==> src/rtl/if_fetch_stage_pkg.sv <==
// Shared definitions for the instruction-fetch stage and its skid buffer.
package if_pkg;

  // sll $0,$0,0 is the canonical MIPS bubble.
  localparam logic [31:0] NOP_WORD         = 32'h0000_0000;
  localparam logic [31:0] RESET_PC_DEFAULT = 32'h0000_0000;

  typedef enum logic [1:0] {
    FETCH = 2'd0,
    SKID  = 2'd1,
    DRAIN = 2'd2
  } fetch_state_e;

  typedef struct packed {
    logic [31:0] instr;
    logic [31:0] pc_4;
    logic        valid;
  } fetch_bundle_t;

endpackage

==> src/rtl/if_fetch_stage_if.sv <==
// Instruction-memory request/acknowledge port.
interface if_fetch_stage_if;
  logic        imem_req;
  logic [31:0] imem_addr;
  logic        imem_ack;
  logic [31:0] imem_rdata;

  modport master (
    output imem_req,
    output imem_addr,
    input  imem_ack,
    input  imem_rdata
  );

  modport slave (
    input  imem_req,
    input  imem_addr,
    output imem_ack,
    output imem_rdata
  );
endinterface

==> src/rtl/fetch_skid_buf.sv <==
// One-entry bundle register used to park a fetched instruction while the
// downstream register is stalled. Clear wins over load.
module fetch_skid_buf
  import if_pkg::*;
(
  input  logic          clk,
  input  logic          rst,
  input  logic          load,
  input  logic          clear,
  input  fetch_bundle_t din,
  output fetch_bundle_t dout,
  output logic          full
);

  fetch_bundle_t data_q;

  // Entry register: empty after reset or clear, captures din on load.
  always_ff @(posedge clk) begin
    if (rst) begin
      data_q <= '0;
    end else if (clear) begin
      data_q <= '0;
    end else if (load) begin
      data_q <= din;
    end
  end

  assign dout = data_q;
  assign full = data_q.valid;

endmodule

==> src/rtl/if_fetch_stage.sv <==
// Instruction-fetch stage: owns the PC, fetches over a req/ack port with
// wait states, and feeds the IF/ID register with bubbles when empty.
//
//   state | meaning
//   ------+---------------------------------------------------------------
//   FETCH | request outstanding at pc; ack delivers the instruction
//   SKID  | instruction parked in skid buffer while IF/ID is stalled
//   DRAIN | waiting out an abandoned request at drain_addr after redirect
module if_fetch_stage
  import if_pkg::*;
#(
  parameter logic [31:0] RESET_PC  = RESET_PC_DEFAULT,
  parameter logic [31:0] NOP_INSTR = NOP_WORD
) (
  input  logic               clk,
  input  logic               rst,
  input  logic               stall,
  input  logic               redirect,
  input  logic [31:0]        redirect_pc,
  if_fetch_stage_if.master   imem,
  output logic [31:0]        instr,
  output logic [31:0]        pc_4,
  output logic               fetch_valid
);

  localparam fetch_bundle_t BUBBLE = '{instr: NOP_INSTR, pc_4: 32'h0, valid: 1'b0};

  fetch_state_e  state, state_nxt;
  logic [31:0]   pc, pc_nxt;
  logic [31:0]   drain_addr, drain_nxt;
  logic [31:0]   pc_plus4;
  fetch_bundle_t out_q, out_nxt;
  fetch_bundle_t skid_q, skid_din;
  logic          skid_load, skid_clear, skid_full;
  logic          free;

  assign pc_plus4 = pc + 32'd4;
  // The IF/ID register can accept new content when it holds a bubble or
  // is being consumed this edge.
  assign free     = !out_q.valid || !stall;
  assign skid_din = '{instr: imem.imem_rdata, pc_4: pc_plus4, valid: 1'b1};

  fetch_skid_buf u_skid (
    .clk   (clk),
    .rst   (rst),
    .load  (skid_load),
    .clear (skid_clear),
    .din   (skid_din),
    .dout  (skid_q),
    .full  (skid_full)
  );

  // State, PC, drain address and output register.
  always_ff @(posedge clk) begin
    if (rst) begin
      state      <= FETCH;
      pc         <= RESET_PC;
      drain_addr <= 32'h0;
      out_q      <= BUBBLE;
    end else begin
      state      <= state_nxt;
      pc         <= pc_nxt;
      drain_addr <= drain_nxt;
      out_q      <= out_nxt;
    end
  end

  // Next-state, PC and output selection; redirect overrides stall.
  always_comb begin
    state_nxt  = state;
    pc_nxt     = pc;
    drain_nxt  = drain_addr;
    skid_load  = 1'b0;
    skid_clear = 1'b0;
    out_nxt    = free ? BUBBLE : out_q;

    if (redirect) begin
      pc_nxt     = redirect_pc & ~32'h3;
      out_nxt    = BUBBLE;
      skid_clear = 1'b1;
      unique case (state)
        FETCH: begin
          // An unacked request is still owed a response; wait it out.
          if (!imem.imem_ack) begin
            drain_nxt = pc;
            state_nxt = DRAIN;
          end
        end
        SKID:    state_nxt = FETCH;
        DRAIN:   if (imem.imem_ack) state_nxt = FETCH;
        default: state_nxt = FETCH;
      endcase
    end else begin
      unique case (state)
        FETCH: begin
          if (imem.imem_ack) begin
            pc_nxt = pc_plus4;
            if (free) begin
              out_nxt = skid_din;
            end else begin
              skid_load = 1'b1;
              state_nxt = SKID;
            end
          end
        end
        SKID: begin
          if (!stall) begin
            if (skid_full) out_nxt = skid_q;
            skid_clear = 1'b1;
            state_nxt  = FETCH;
          end
        end
        DRAIN:   if (imem.imem_ack) state_nxt = FETCH;
        default: state_nxt = FETCH;
      endcase
    end
  end

  assign imem.imem_req  = (state != SKID);
  assign imem.imem_addr = (state == DRAIN) ? drain_addr : pc;

  assign instr       = out_q.instr;
  assign pc_4        = out_q.pc_4;
  assign fetch_valid = out_q.valid;

endmodule
==> src/flat_wrapper.sv <==
// flat-port wrapper written by rule: the top's interface ports become plain ports
module if_fetch_stage_flat import if_pkg::*;
#(
  parameter logic [31:0] RESET_PC  = RESET_PC_DEFAULT,
  parameter logic [31:0] NOP_INSTR = NOP_WORD
)
  (clk, rst, stall, redirect, redirect_pc, instr, pc_4, fetch_valid, imem_imem_req, imem_imem_addr, imem_imem_ack, imem_imem_rdata);
  if_fetch_stage_if imem_i ();
  input  logic clk;
  input  logic rst;
  input  logic stall;
  input  logic redirect;
  input  logic [31:0] redirect_pc;
  output logic [31:0] instr;
  output logic [31:0] pc_4;
  output logic fetch_valid;
  output wire logic [$bits(imem_i.imem_req)-1:0] imem_imem_req;
  output wire logic [$bits(imem_i.imem_addr)-1:0] imem_imem_addr;
  input wire logic [$bits(imem_i.imem_ack)-1:0] imem_imem_ack;
  input wire logic [$bits(imem_i.imem_rdata)-1:0] imem_imem_rdata;
  assign imem_imem_req = imem_i.imem_req;
  assign imem_imem_addr = imem_i.imem_addr;
  assign imem_i.imem_ack = imem_imem_ack;
  assign imem_i.imem_rdata = imem_imem_rdata;
  if_fetch_stage #(.RESET_PC(RESET_PC), .NOP_INSTR(NOP_INSTR)) u_core (.clk(clk), .rst(rst), .stall(stall), .redirect(redirect), .redirect_pc(redirect_pc), .imem(imem_i), .instr(instr), .pc_4(pc_4), .fetch_valid(fetch_valid));
endmodule
==> config.mk <==
export PLATFORM = sky130hd
export DESIGN_NAME = if_fetch_stage_flat
export DESIGN_NICKNAME = d
export VERILOG_FILES = /design/src/rtl/if_fetch_stage_pkg.sv /design/src/rtl/if_fetch_stage_if.sv /design/src/rtl/fetch_skid_buf.sv /design/src/rtl/if_fetch_stage.sv /design/src/flat_wrapper.sv
export SDC_FILE = /design/constraint.sdc
export NUM_CORES = 1
export LEC_CHECK = 0
export CAP_MARGIN = 0
export CORE_ASPECT_RATIO = 0.6
export CORE_MARGIN = 3
export CORE_UTILIZATION = 40
export CTS_BUF_LIST = sky130_fd_sc_hd__clkbuf_4
export DETAILED_ROUTE_END_ITERATION = 8
export PLACE_DENSITY = 0.62
export SETUP_SLACK_MARGIN = 0.5
export SYNTH_ARGS = -nofsm -noshare
export SYNTH_HDL_FRONTEND = slang
export SYNTH_SLANG_ARGS = --single-unit
==> constraint.sdc <==
create_clock -name clk -period 2.4 [get_ports clk]
set_input_delay 0.72 -clock clk [delete_from_list [all_inputs] [get_ports clk]]
set_output_delay 0.72 -clock clk [all_outputs]
set_load 0.05 [all_outputs]
==> flow_summary_export.csv <==
group,metric,value,unit
timing,final_period_minus_worst_setup_slack,2.547,ns
synthesis,synth.cell_area,0.008167,sq mm
detailed_routing,drc,0,
detailed_routing,top_layer,"met4",
pwr,ir_drop,308.2,uV
timing,final_min_period_over_clock_period,106.1,%
timing,fin_ws,-0.1472,ns
pwr,power.leakage,0.004353,uW
outcome,violations,"negative setup slack",
global_route,initial_antenna_violation_count,0,
global_route,wire_length_of_the_first_global_routing_pass,39.41,mm
worst_setup_path,data_required_time_at_the_worst_endpoint,1.68,ns
floorplanning,fp.dieArea,0.02222,sq mm
outcome,status,"complete, but fails checks",
detailed_routing,met2_layer_wire_length_in_the_routed_design,11.07,mm
synthesis,netlist_instances,959,
cells_and_area,final-instance-count-excl-fill,1409,
timing,final-setup-viol-count,30,
synthesis,ys.flop_type,"dfxtp_1",
detailed_routing,routed_wire_length_per_instance,18.43,um
pwr,power.density_cell_area,531.4,mW/mm^2
detailed_routing,wirelength,25.97,mm
cells_and_area,drive_above_1_share,33.77,%
cts,clk_transition_reported_paths,0.15,ns
floorplanning,design.core.area,0.01952,sq mm
worst_setup_path,crit_chain,"nand2b_4 > buf_12 > mux2_4 > buf_6",
worst_setup_path,worstPathArrival,1.83,ns
cells_and_area,synthToLayoutAreaGrowth,43.77,%
placed_design,dp.cells,1364,
worst_hold_path,hold_class,"input port to flop",
timing,rsz0062_at_grt,"true",
worst_setup_path,timing.critical_path.fanout_max,10,
cts,cts_max_level,4,
timing,worst_slew_margin,59.60,%
timing,timing.final.max_slew_violations,0,
cts,cts_buffer_depth,2,
synthesis,synth-edff-count,0,
global_route,grt_max_degree,44,
detailed_routing,drtPass1Iterations,7,
detailed_routing,met1Wirelength,12.24,mm
timing,timing_hold_violations_final,0,
synthesis,register_area_share_after_synthesis,46.58,%
worst_setup_path,worstSetupEndpointType,"output port",
placed_design,detailed_place_hpwl,17.50,mm
detailed_routing,detailroute.via_count,7785,
timing,fin_worst_skew,0.02197,ns
floorplanning,initial_cell_density_of_the_core,41.84,%
synthesis,synth.lib_cells_used.distinct,50,
worst_setup_path,criticalPathCategory,"flop to output port",
global_route,vias_in_the_first_global_route,7130,
cts,tritoncts_clock_tree,"done",
cts,worstSkewPairLatency,0.60,ns
floorplanning,num_rows,39,
placed_design,globalplace.congestion,0.8870,
cells_and_area,post-route-util,60.15,%
floorplanning,chipWidth,190.5,um
cells_and_area,antennaDiodeCount,0,
pwr,total_power,6239,uW
cts,buffer_cell_driving_the_clock_tree_root,"clkbuf_4",
synthesis,synth_area_per_inst,8.516,sq um
cells_and_area,finalInstanceArea,0.01174,sq mm
synthesis,yosysWarnings,0,
detailed_routing,detail_route.iter0.violations,825,
worst_setup_path,cpMaxStageDelayCell,"dfxtp_4",
flow_run,cap_viol_max_count,0,
global_route,grt_overflow,0,
cts,cts_num_sinks,190,
global_route,grtUsageTotal,22.61,%
worst_setup_path,slowest_stage_delay_cp,0.38,ns
timing,tightest_slew,0.6040,ns
detailed_routing,drt-vias-per-instance,5.525,
worst_setup_path,crit_path_start_kind,"flop",
floorplanning,die_h,116.7,um
detailed_routing,post_drt_antenna_nets,0,
placed_design,buffer_ports.inserted,162,
floorplanning,design.portCount,167,
synthesis,async_reset_ff_share,0,%
placed_design,detailed_place.area,0.01048,sq mm
detailed_routing,met3_wirelength,2.443,mm
cells_and_area,number_of_nets_at_the_end_of_the_flow,1200,
synthesis,synth_seq_cells,190,
cts,numCtsBuffers,17,
timing,achievable_frequency,0.3926,GHz
## worst max-delay path, delay by kind of cell, from the launching register on
family,cells,cell delay [ns]
buffers and inverters,2,0.33
flip-flops,1,0.38
multiplexers,1,0.33
AND/OR/NAND/NOR,1,0.19
## sequential cells by signal, summed over array words and instances, names as in the netlist
register and cells:
u_core.u_skid.full 1, u_core.pc_4 32, u_core.drain_addr 30, u_core.pc 30
u_core.fetch_valid 1, u_core.state 2, u_core.u_skid.dout 62, u_core.instr 32
## cell usage in the layout (no fill, tap or decap), types with 17 or more instances in the layout
| master | n |
|---|---|
| a211oi_1 | 18 |
| clkdlybuf4s50_1 | 64 |
| dfxtp_2 | 64 |
| clkbuf_4 | 17 |
| xnor2_1 | 32 |
| buf_6 | 58 |
| a21oi_1 | 96 |
| o22ai_1 | 22 |
| a22oi_1 | 20 |
| mux2_4 | 30 |
| nand2_1 | 160 |
| buf_8 | 48 |
| a222oi_1 | 40 |
| dfxtp_1 | 113 |
| buf_4 | 65 |
| nor2_1 | 86 |
| o21ai_0 | 23 |
## cell families after synthesis
| family | after synthesis | synth area share (%) |
|---|---|---|
| flip-flops | 190 | 46.58 |
| AND/OR/NAND/NOR | 345 | 19.14 |
| XOR/XNOR | 51 | 5.470 |
| other | 1 | 0.04592 |
| adder cells (fa/ha/maj) | 1 | 0.1532 |
| multiplexers | 32 | 4.382 |
| AO/OA/AOI/OAI | 235 | 18.80 |
| buffers and inverters | 104 | 5.439 |
## metal layers
| layer | vias up | global-route usage, % |
|---|---|---|
| li1 | 3744 | - |
| met1 | 3721 | 33.54 |
| met2 | 303 | 32.23 |
| met3 | 17 | 6.959 |
| met4 | 0 | 4.739 |
| met5 | - | 0 |
## layout make-up
cell class	instances	area, sq um
fill	1667	7777
multi-input combinational	666	4364
sequential	190	3933
timing repair buffer	251	2808
tap	266	332.8
clock inverter	15	161.4
clock buffer	17	127.6
inverter	4	15.01
## final timing paths
kind / startpoint / end / slack (ns) / cells after the start
setup reg to reg: u_core.pc[3] / u_core.pc[22] / 0.41 / 9
hold / removal: rst / u_core.state[0] / 0.43 / 4
hold reg to reg: u_core.u_skid.dout[33] / u_core.u_skid.dout[33] / 0.47 / 2
setup / recovery: u_core.state[0] / imem_imem_addr[31] / -0.15 / 4
## power by group
group | switching, uW | leakage [uW] | total, uW | internal (uW)
clock network | 1170 | 0.000153 | 1800 | 636
registers | 76.0 | 0.00158 | 3300 | 3230
logic | 630 | 0.00262 | 1130 | 502
## cell usage after synthesis (3+ instances only)
master	number	area, sq um
a22oi_1	20	150.1
o22ai_1	22	137.6
nand3_1	17	85.08
nor3_1	17	85.08
o21ai_0	24	120.1
and4_1	6	52.55
clkbuf_2	3	15.01
nand2_1	162	608.1
buf_1	6	22.52
and3_1	7	43.79
inv_1	4	15.01
nor4_1	11	68.82
clkbuf_1	66	247.7
nor2_1	90	337.8
nor3_2	3	30.03
mux2_2	30	337.8
a222oi_1	40	400.4
a21oi_1	98	490.5
xnor2_1	40	350.3
buf_2	19	95.09
dfxtp_1	190	3804
nand4_1	13	81.33
buf_4	5	37.54
xor2_1	11	96.34
a211oi_1	20	150.1
or3_1	3	18.77
## repair_timing
action                                  in CTS  in global routing
buffers inserted                             5                  7
cloned                                       1                  0
hold buffers                                 0                  0
pin swaps                                    2                 25
gates resized for setup                    564                112
endpoints found under the setup margin     204                210
## per-stage QoR
step	setup TNS (ns)	hold WS, ns	setup slack [ns]
finish	-3.804	0.4276	-0.1472
global route	-6.111	0.3943	-0.2281
CTS	-5.261	0.3670	-0.1946
detailed placement	-28.60	0.4462	-0.3476
global placement	-24.20	0.4410	-0.3011
floorplan	0	0.4319	0.3625
No activity file was read; power rests on OpenSTA's default activity.
